--- src/rtl/alu_shift_pkg.sv ---
// Shared encodings for the multi-cycle ALU shifter:
// shift modes and controller states.
package alu_shift_pkg;

  typedef enum logic [2:0] {
    MODE_LSL = 3'b000,
    MODE_LSR = 3'b001,
    MODE_ASR = 3'b010,
    MODE_ROL = 3'b011,
    MODE_ROR = 3'b100
  } mode_e;

  typedef enum logic [1:0] {
    ST_IDLE  = 2'd0,
    ST_SHIFT = 2'd1,
    ST_DONE  = 2'd2
  } state_e;

endpackage

--- src/rtl/shift_step.sv ---
// One-position shift/rotate step: next register value
// and the bit that leaves the register.
module shift_step
  import alu_shift_pkg::*;
#(
  parameter int WIDTH = 9
) (
  input  logic [WIDTH-1:0] i_data,
  input  logic [2:0]       i_mode,
  input  logic             i_serial,
  input  logic             i_out,
  output logic [WIDTH-1:0] o_data,
  output logic             o_out
);

  // select the step result by mode; reserved modes hold
  always_comb begin
    o_data = i_data;
    o_out  = i_out;
    case (i_mode)
      MODE_LSL: begin
        o_data = {i_data[WIDTH-2:0], i_serial};
        o_out  = i_data[WIDTH-1];
      end
      MODE_LSR: begin
        o_data = {i_serial, i_data[WIDTH-1:1]};
        o_out  = i_data[0];
      end
      MODE_ASR: begin
        o_data = {i_data[WIDTH-1], i_data[WIDTH-1:1]};
        o_out  = i_data[0];
      end
      MODE_ROL: begin
        o_data = {i_data[WIDTH-2:0], i_data[WIDTH-1]};
        o_out  = i_data[WIDTH-1];
      end
      MODE_ROR: begin
        o_data = {i_data[0], i_data[WIDTH-1:1]};
        o_out  = i_data[0];
      end
      default: begin
        o_data = i_data;
        o_out  = i_out;
      end
    endcase
  end

endmodule

--- src/rtl/multi_shift_rgst.sv ---
// Multi-cycle shift register with start/done handshake,
// one bit position per clock, last shifted bit kept as flag.
module multi_shift_rgst
  import alu_shift_pkg::*;
#(
  parameter int WIDTH   = 9,
  parameter int SHAMT_W = 4
) (
  input  logic               clk,
  input  logic               reset,
  input  logic               load_enable,
  input  logic [WIDTH-1:0]   data_in,
  input  logic               start,
  input  logic [2:0]         mode,
  input  logic [SHAMT_W-1:0] shamt,
  input  logic               serial_in,
  output logic [WIDTH-1:0]   data_out,
  output logic               shift_out,
  output logic               busy,
  output logic               done
);

  state_e               r_state;
  state_e               w_state_nxt;
  logic [SHAMT_W-1:0]   r_cnt;
  logic [2:0]           r_mode;
  logic [WIDTH-1:0]     r_data;
  logic                 r_sout;
  logic [WIDTH-1:0]     w_step_data;
  logic                 w_step_out;
  logic                 w_go;

  // a load in the same cycle swallows the start request
  assign w_go = (r_state == ST_IDLE) && !load_enable && start;

  shift_step #(
    .WIDTH (WIDTH)
  ) u_step (
    .i_data   (r_data),
    .i_mode   (r_mode),
    .i_serial (serial_in),
    .i_out    (r_sout),
    .o_data   (w_step_data),
    .o_out    (w_step_out)
  );

  // state register
  always_ff @(posedge clk or posedge reset) begin
    if (reset) r_state <= ST_IDLE;
    else       r_state <= w_state_nxt;
  end

  // next state and status outputs
  always_comb begin
    w_state_nxt = r_state;
    busy        = 1'b0;
    done        = 1'b0;
    case (r_state)
      ST_IDLE: begin
        if (w_go) begin
          if (shamt == '0) w_state_nxt = ST_DONE;
          else             w_state_nxt = ST_SHIFT;
        end
      end
      ST_SHIFT: begin
        busy = 1'b1;
        if (r_cnt == SHAMT_W'(1)) w_state_nxt = ST_DONE;
      end
      ST_DONE: begin
        done        = 1'b1;
        w_state_nxt = ST_IDLE;
      end
      default: w_state_nxt = ST_IDLE;
    endcase
  end

  // datapath: load, operation latch, per-step update
  always_ff @(posedge clk or posedge reset) begin
    if (reset) begin
      r_data <= '0;
      r_sout <= 1'b0;
      r_cnt  <= '0;
      r_mode <= 3'b000;
    end else begin
      case (r_state)
        ST_IDLE: begin
          if (load_enable) begin
            r_data <= data_in;
          end else if (start) begin
            r_mode <= mode;
            r_cnt  <= shamt;
          end
        end
        ST_SHIFT: begin
          r_data <= w_step_data;
          r_sout <= w_step_out;
          r_cnt  <= r_cnt - SHAMT_W'(1);
        end
        default: ;
      endcase
    end
  end

  assign data_out  = r_data;
  assign shift_out = r_sout;

endmodule

--- config.mk ---
export PLATFORM = sky130hd
export DESIGN_NAME = multi_shift_rgst
export DESIGN_NICKNAME = d
export VERILOG_FILES = /design/src/rtl/alu_shift_pkg.sv /design/src/rtl/shift_step.sv /design/src/rtl/multi_shift_rgst.sv
export SDC_FILE = /design/constraint.sdc
export NUM_CORES = 1
export LEC_CHECK = 0
export BUFFER_PORTS_ARGS = -buffer_cell sky130_fd_sc_hd__buf_2
export CAP_MARGIN = 10
export CORE_ASPECT_RATIO = 0.7
export CORE_UTILIZATION = 50
export DETAILED_ROUTE_END_ITERATION = 10
export PLACE_DENSITY_LB_ADDON = 0.2
export SYNTH_ARGS = -nofsm -noshare
export SYNTH_HDL_FRONTEND = slang
export SYNTH_SLANG_ARGS = --single-unit
--- constraint.sdc ---
create_clock -name clk -period 3.9 [get_ports clk]
set_input_delay 0.78 -clock clk [delete_from_list [all_inputs] [get_ports clk]]
set_output_delay 0.78 -clock clk [all_outputs]
set_load 0.02 [all_outputs]
# [Word-level counts from Yosys, hierarchy flattened]
# Index checks and enable logic that the tools add are counted.
[word_totals] in_bits=21 out_inout_bits=12 register_bits=19 word_cells=52
[classes] n_eq_ne=15 n_mux=13 n_reduce_logical=16 bitwise_logic=1 addsub=1
[ops] cell="$pmux 9 s5" count=1
[ops] cell="$pmux 9 s2" count=1
[ops] cell="$ne 2x2->1 const B" count=6
[ops] cell="$mux 9" count=1
[ops] cell="$reduce_and 3->1" count=3
[ops] cell="$mux 4" count=2
[ops] cell="$pmux 4 s2" count=1
[ops] cell="$eq 3x2->1 const B" count=2
[ops] cell="$mux 2" count=3
[ops] cell="$ne 6x1->1 const B" count=1
[ops] cell="$ne 5x1->1 const B" count=1
[ops] cell="$eq 4x1->1 const B" count=1
[ops] cell="$logic_not 4->1" count=1
[ops] cell="$pmux 2 s2" count=1
[ops] cell="$reduce_and 2->1" count=2
[ops] cell="$reduce_and 4->1" count=1
[ops] cell="$reduce_bool 2->1" count=2
[ops] cell="$sub 4x1->4 const B" count=1
[ops] cell="$eq 3x1->1 const B" count=1
[ops] cell="$eq 3x3->1 const B" count=1
[ops] cell="$logic_not 3->1" count=1
[ops] cell="$reduce_or 3->1" count=1
[ops] cell="$eq 2x1->1 const B" count=1
[ops] cell="$eq 2x2->1 const B" count=1
[ops] cell="other kinds (7)" count=9

# [Depth between registers and ports, before layout]
[depth] depth_word=5 mapped_depth=6 mapped_depth_nobuf=5

# [By module]
# From an unflattened synthesis, not the netlist that was laid out.
[unflattened] hier_cells=151 area_unflattened_um2=1377.6
[by_module_without_submodules] mod="multi_shift_rgst" seq_area_each_um2=475.5 area_per_inst_um2=969.7 instances=1 cells_per_inst=102
[by_module_without_submodules] mod="shift_step" seq_area_each_um2=0.0 area_per_inst_um2=407.9 instances=1 cells_per_inst=49

# [Worst setup path before layout]
# No wires, ideal clock.
[synth_timing] path_kind="input to register" startpoint="input port load_enable" endpoint="register r_mode[1]" arrival_ns=1.731 path_slack_ns=2.044 path_stages=3 cell_sequence="or3b_1 nor2_1 mux2_2"
[synth_via] elab_chain_cells=2
[synth_lines] item="start, declared" line="multi_shift_rgst.sv:11" rtl="input logic load_enable,"
[synth_lines] item="$not 1->1 (no line)"
[synth_lines] item="$reduce_and 3->1 (no line)"
[synth_lines] item="end signal, assigned" line="multi_shift_rgst.sv:90" rtl="r_mode <= mode;"
[synth_lines] item="end, declared" line="multi_shift_rgst.sv:26" rtl="logic [2:0] r_mode;"
# Every way passes these cells.
# A chain may end at the register's enable or synchronous reset.

# [Worst setup path in the final report]
[layout_timing] startpoint="register r_state[1]" endpoint="output port busy"
[layout_via] elab_chain_cells=2
[layout_lines] item="start, declared" line="multi_shift_rgst.sv:23" rtl="state_e r_state;"
[layout_lines] item="start signal, assigned" line="multi_shift_rgst.sv:50" rtl="else r_state <= w_state_nxt;"
[layout_lines] item="$eq 2x1->1" line="multi_shift_rgst.sv:58" rtl="case (r_state)"
[layout_lines] item="$mux 1" line="multi_shift_rgst.sv:58"
[layout_lines] item="end, declared" line="multi_shift_rgst.sv:19" rtl="output logic busy,"
# Every way passes these cells.

==> flow_metrics.tcl <==
set metrics [dict create \
    p_leak_nw 0.669 \
    multi_input_area_um2 704 \
    instances_no_fill 202 \
    routedWlPerCell_um 15.2 \
    worstHoldStart "r_cnt[0]" \
    io_pins 33 \
    cp_top_family "simple AND/OR/NAND/NOR gates" \
    netlist_area_um2 1290 \
    cts_setup_buffers 0 \
    end_kind "output pin" \
    synth_seq_cells 19 \
    finalSetupViolations 0 \
    numCtsBuffers 3 \
    fmax_ghz 0.383 \
    netSwitchingPower_w 0.000746 \
    power_density_nw_per_um2 991 \
    synth-edff-count 0 \
    n_antenna_cell 0 \
    criticalPathCategory "reg -> out" \
    fin_crit_sh_pct 67.0 \
    die_w_um 62.7 \
    hpwlAfterDp_mm 2.26 \
    dieArea_um2 2790 \
    period_minus_slack_ns 2.61 \
    worst_pin_slew_ns 0.755 \
    path_buf_inv 2 \
    arrival_ns 1.83 \
    place.port_buffers 32 \
    layout-drive-gt1-share_pct 24.7 \
    rr_startpoint "r_mode[0]" \
    seq_area_um2 475 \
    nets 194 \
    worstPathCellList "nand2b_1 > inv_1 > buf_2" \
    ant_nets 0 \
    finalHoldViolations 0 \
    via_count 1194 \
    ctsHoldBuffers 0 \
    start_kind "flip-flop" \
    status "finished clean" \
    placedCellCount 198 \
    grt_max_degree 20 \
    track_usage_pct 25.8 \
    drtIter0Drc 122 \
    cts.sinks 19 \
    hold_path_class "reg -> reg" \
    pwr-share-seq_pct 33.0 \
    fillCellCount 188 \
    totalWireLength_mm 3.07 \
    initial_utilization_pct 56.2 \
    clockBufferDepth 2 \
    viasPerCell 5.91 \
    antenna_found_initial 0 \
    pwr-share-comb_pct 57.2 \
    peakVddDrop_v 0.000422 \
    place_congestion 0.908 \
    grt_overflow 0 \
    critPathSlowestCell "nand2b_1" \
    finalSetupTns_ns 0 \
    slew_headroom_pct 49.7 \
    cts_tree "yes" \
    worstPathRequired_ns 3.12 \
    ys_types 38 \
    maxCapViolations 0 \
    crit_fanout 19 \
    syn_inst 144 \
    rsz0062_at_grt "false" \
    grt_pass1_wl_mm 5.44 \
    clockRootBuffer "clkbuf_8" \
    die_h_um 44.5 \
    drc 0 \
    p_int_w 0.000718 \
    cts_resized 0 \
    rows 14 \
    avgSynthCellArea_um2 8.96 \
    synth_fp_nets 167 \
    slowest_delay_ns 0.61 \
    grt_pass1_vias 1152 \
    pwr-share-clk_pct 9.8 \
    slew_violations 0 \
    h-tree-depth 1 \
    switching_share_pct 51.0 \
    drt_first_pass_iters 4 \
    placeableCoreArea_um2 2290 \
    finClkSkew_ns 0.00296 \
    syn2layout_area_growth_pct 14.5 \
    clk_pin_slew_ns 0.07 \
    insertion_delay_ns 0.26 \
    synth-seq-area-share_pct 36.9 \
    ys_async_sr_fraction_pct 100 \
    ys.flop_type "dfrtp_1" \
    crit_start "r_state[1]" \
    ys_warn_count 0 \
]
## registers in the layout (all words and copies together) (netlist names)
name	count
data_out	9
r_cnt	4
shift_out	1
r_mode	3
r_state	2
## path summary, 6_finish.rpt
check                      cells past startpoint          end  slack (ns)
hold reg to reg                                1     r_cnt[0]        0.57
max in group asynchronous                      2  data_out[1]        2.80
setup reg to reg                               4  data_out[1]        1.82
min in group asynchronous                      2   r_state[0]        0.63
hold / removal                                 1     r_cnt[0]        0.57
setup / recovery                               3         busy        1.29
## logic make-up after synthesis
logic type / after synthesis / share of synthesized area, %
AO/OA/AOI/OAI: 51 / 29.6
buffers and inverters: 24 / 8.53
adder cells (fa/ha/maj): 2 / 1.94
XOR/XNOR: 3 / 2.62
multiplexers: 7 / 5.63
flip-flops: 19 / 36.9
AND/OR/NAND/NOR: 38 / 14.8
## power by group through the flow
stage	Combinational [W]	Clock, W	Sequential, W
after global placement	0.000815	0	0.000472
after CTS	0.000836	0.000145	0.000479
after detailed placement	0.000831	0	0.000483
after floorplan	0.000696	0	0.000441
after global routing	0.000936	0.000151	0.000506
final	0.000837	0.000143	0.000483
## metal layers
layer	share of wire [%]	vias up	wire length, µm	global-route usage, %
li1	-	578	-	-
met4	1.6	0	49	10.2
met5	0	-	0	0
met1	49	550	1500	37.0
met3	8.2	6	252	5.41
met2	41	60	1270	38.5
## Yosys cell counts (all sizes together) (2+ instances only)
cell	count	area, µm²
mux2	2	22.5
nand2b	3	18.8
o2bb2ai	2	17.5
mux2i	5	50.1
xor2	2	25.0
nor4	2	12.5
inv	14	52.6
a21o	2	15.0
a21oi	5	25.0
a211oi	4	30.0
nand3	7	35.0
a31oi	3	25.0
nor3b	2	15.0
ha	2	25.0
o21ai	7	35.0
buf	6	42.5
nand2	6	22.5
nor2	13	51.3
clkbuf	4	15.0
o211ai	21	158
dfrtp	19	475
## final cells by class
class                           count  share of cell area, %
Timing Repair Buffer               32                   10.8
Clock buffer                        4                   3.05
Tap cell                           32                   2.71
Sequential cell                    19                   32.2
Multi-Input combinational cell    101                   47.7
Inverter                           14                   3.56
## cells in the final DEF, fill, tap and decap left out
master,instances
a311oi_4,1
a31oi_1,2
nand3_1,7
a21oi_1,5
inv_1,14
xor2_1,1
a32oi_1,1
o21ai_0,7
xnor2_1,1
nand2b_1,3
nor2_2,1
or2_4,1
a31oi_2,1
o211ai_1,21
a221o_1,1
clkbuf_8,3
nand3b_1,1
a22oi_1,1
a211oi_1,4
nor3b_1,2
nor3_1,1
nor2b_1,1
o311ai_0,1
mux2_2,2
clkbuf_1,1
a21boi_0,1
buf_2,32
nor2_1,12
ha_1,2
nand2_1,6
nor4_1,2
or3b_1,1
mux2i_1,5
o2bb2ai_1,2
dfrtp_1,19
a21o_1,2
o21bai_1,1
xor2_2,1
## through the flow
stage / hold WS (ns) / utilization, % / worst slack [ns] / cell area (µm²) / power (W)
final: 0.572 / 64.4 / 1.29 / 1480 / 0.00146
after detailed placement: 0.567 / 62.4 / 1.60 / 1430 / 0.00131
after global routing: 0.622 / 64.4 / 1.16 / 1480 / 0.00159
after CTS: 0.578 / 64.4 / 1.31 / 1480 / 0.00146
after floorplan: 0.490 / - / 2.04 / 1290 / 0.00114
after global placement: 0.544 / 62.4 / 1.66 / 1430 / 0.00129
Power figures use the tool's default switching activity.
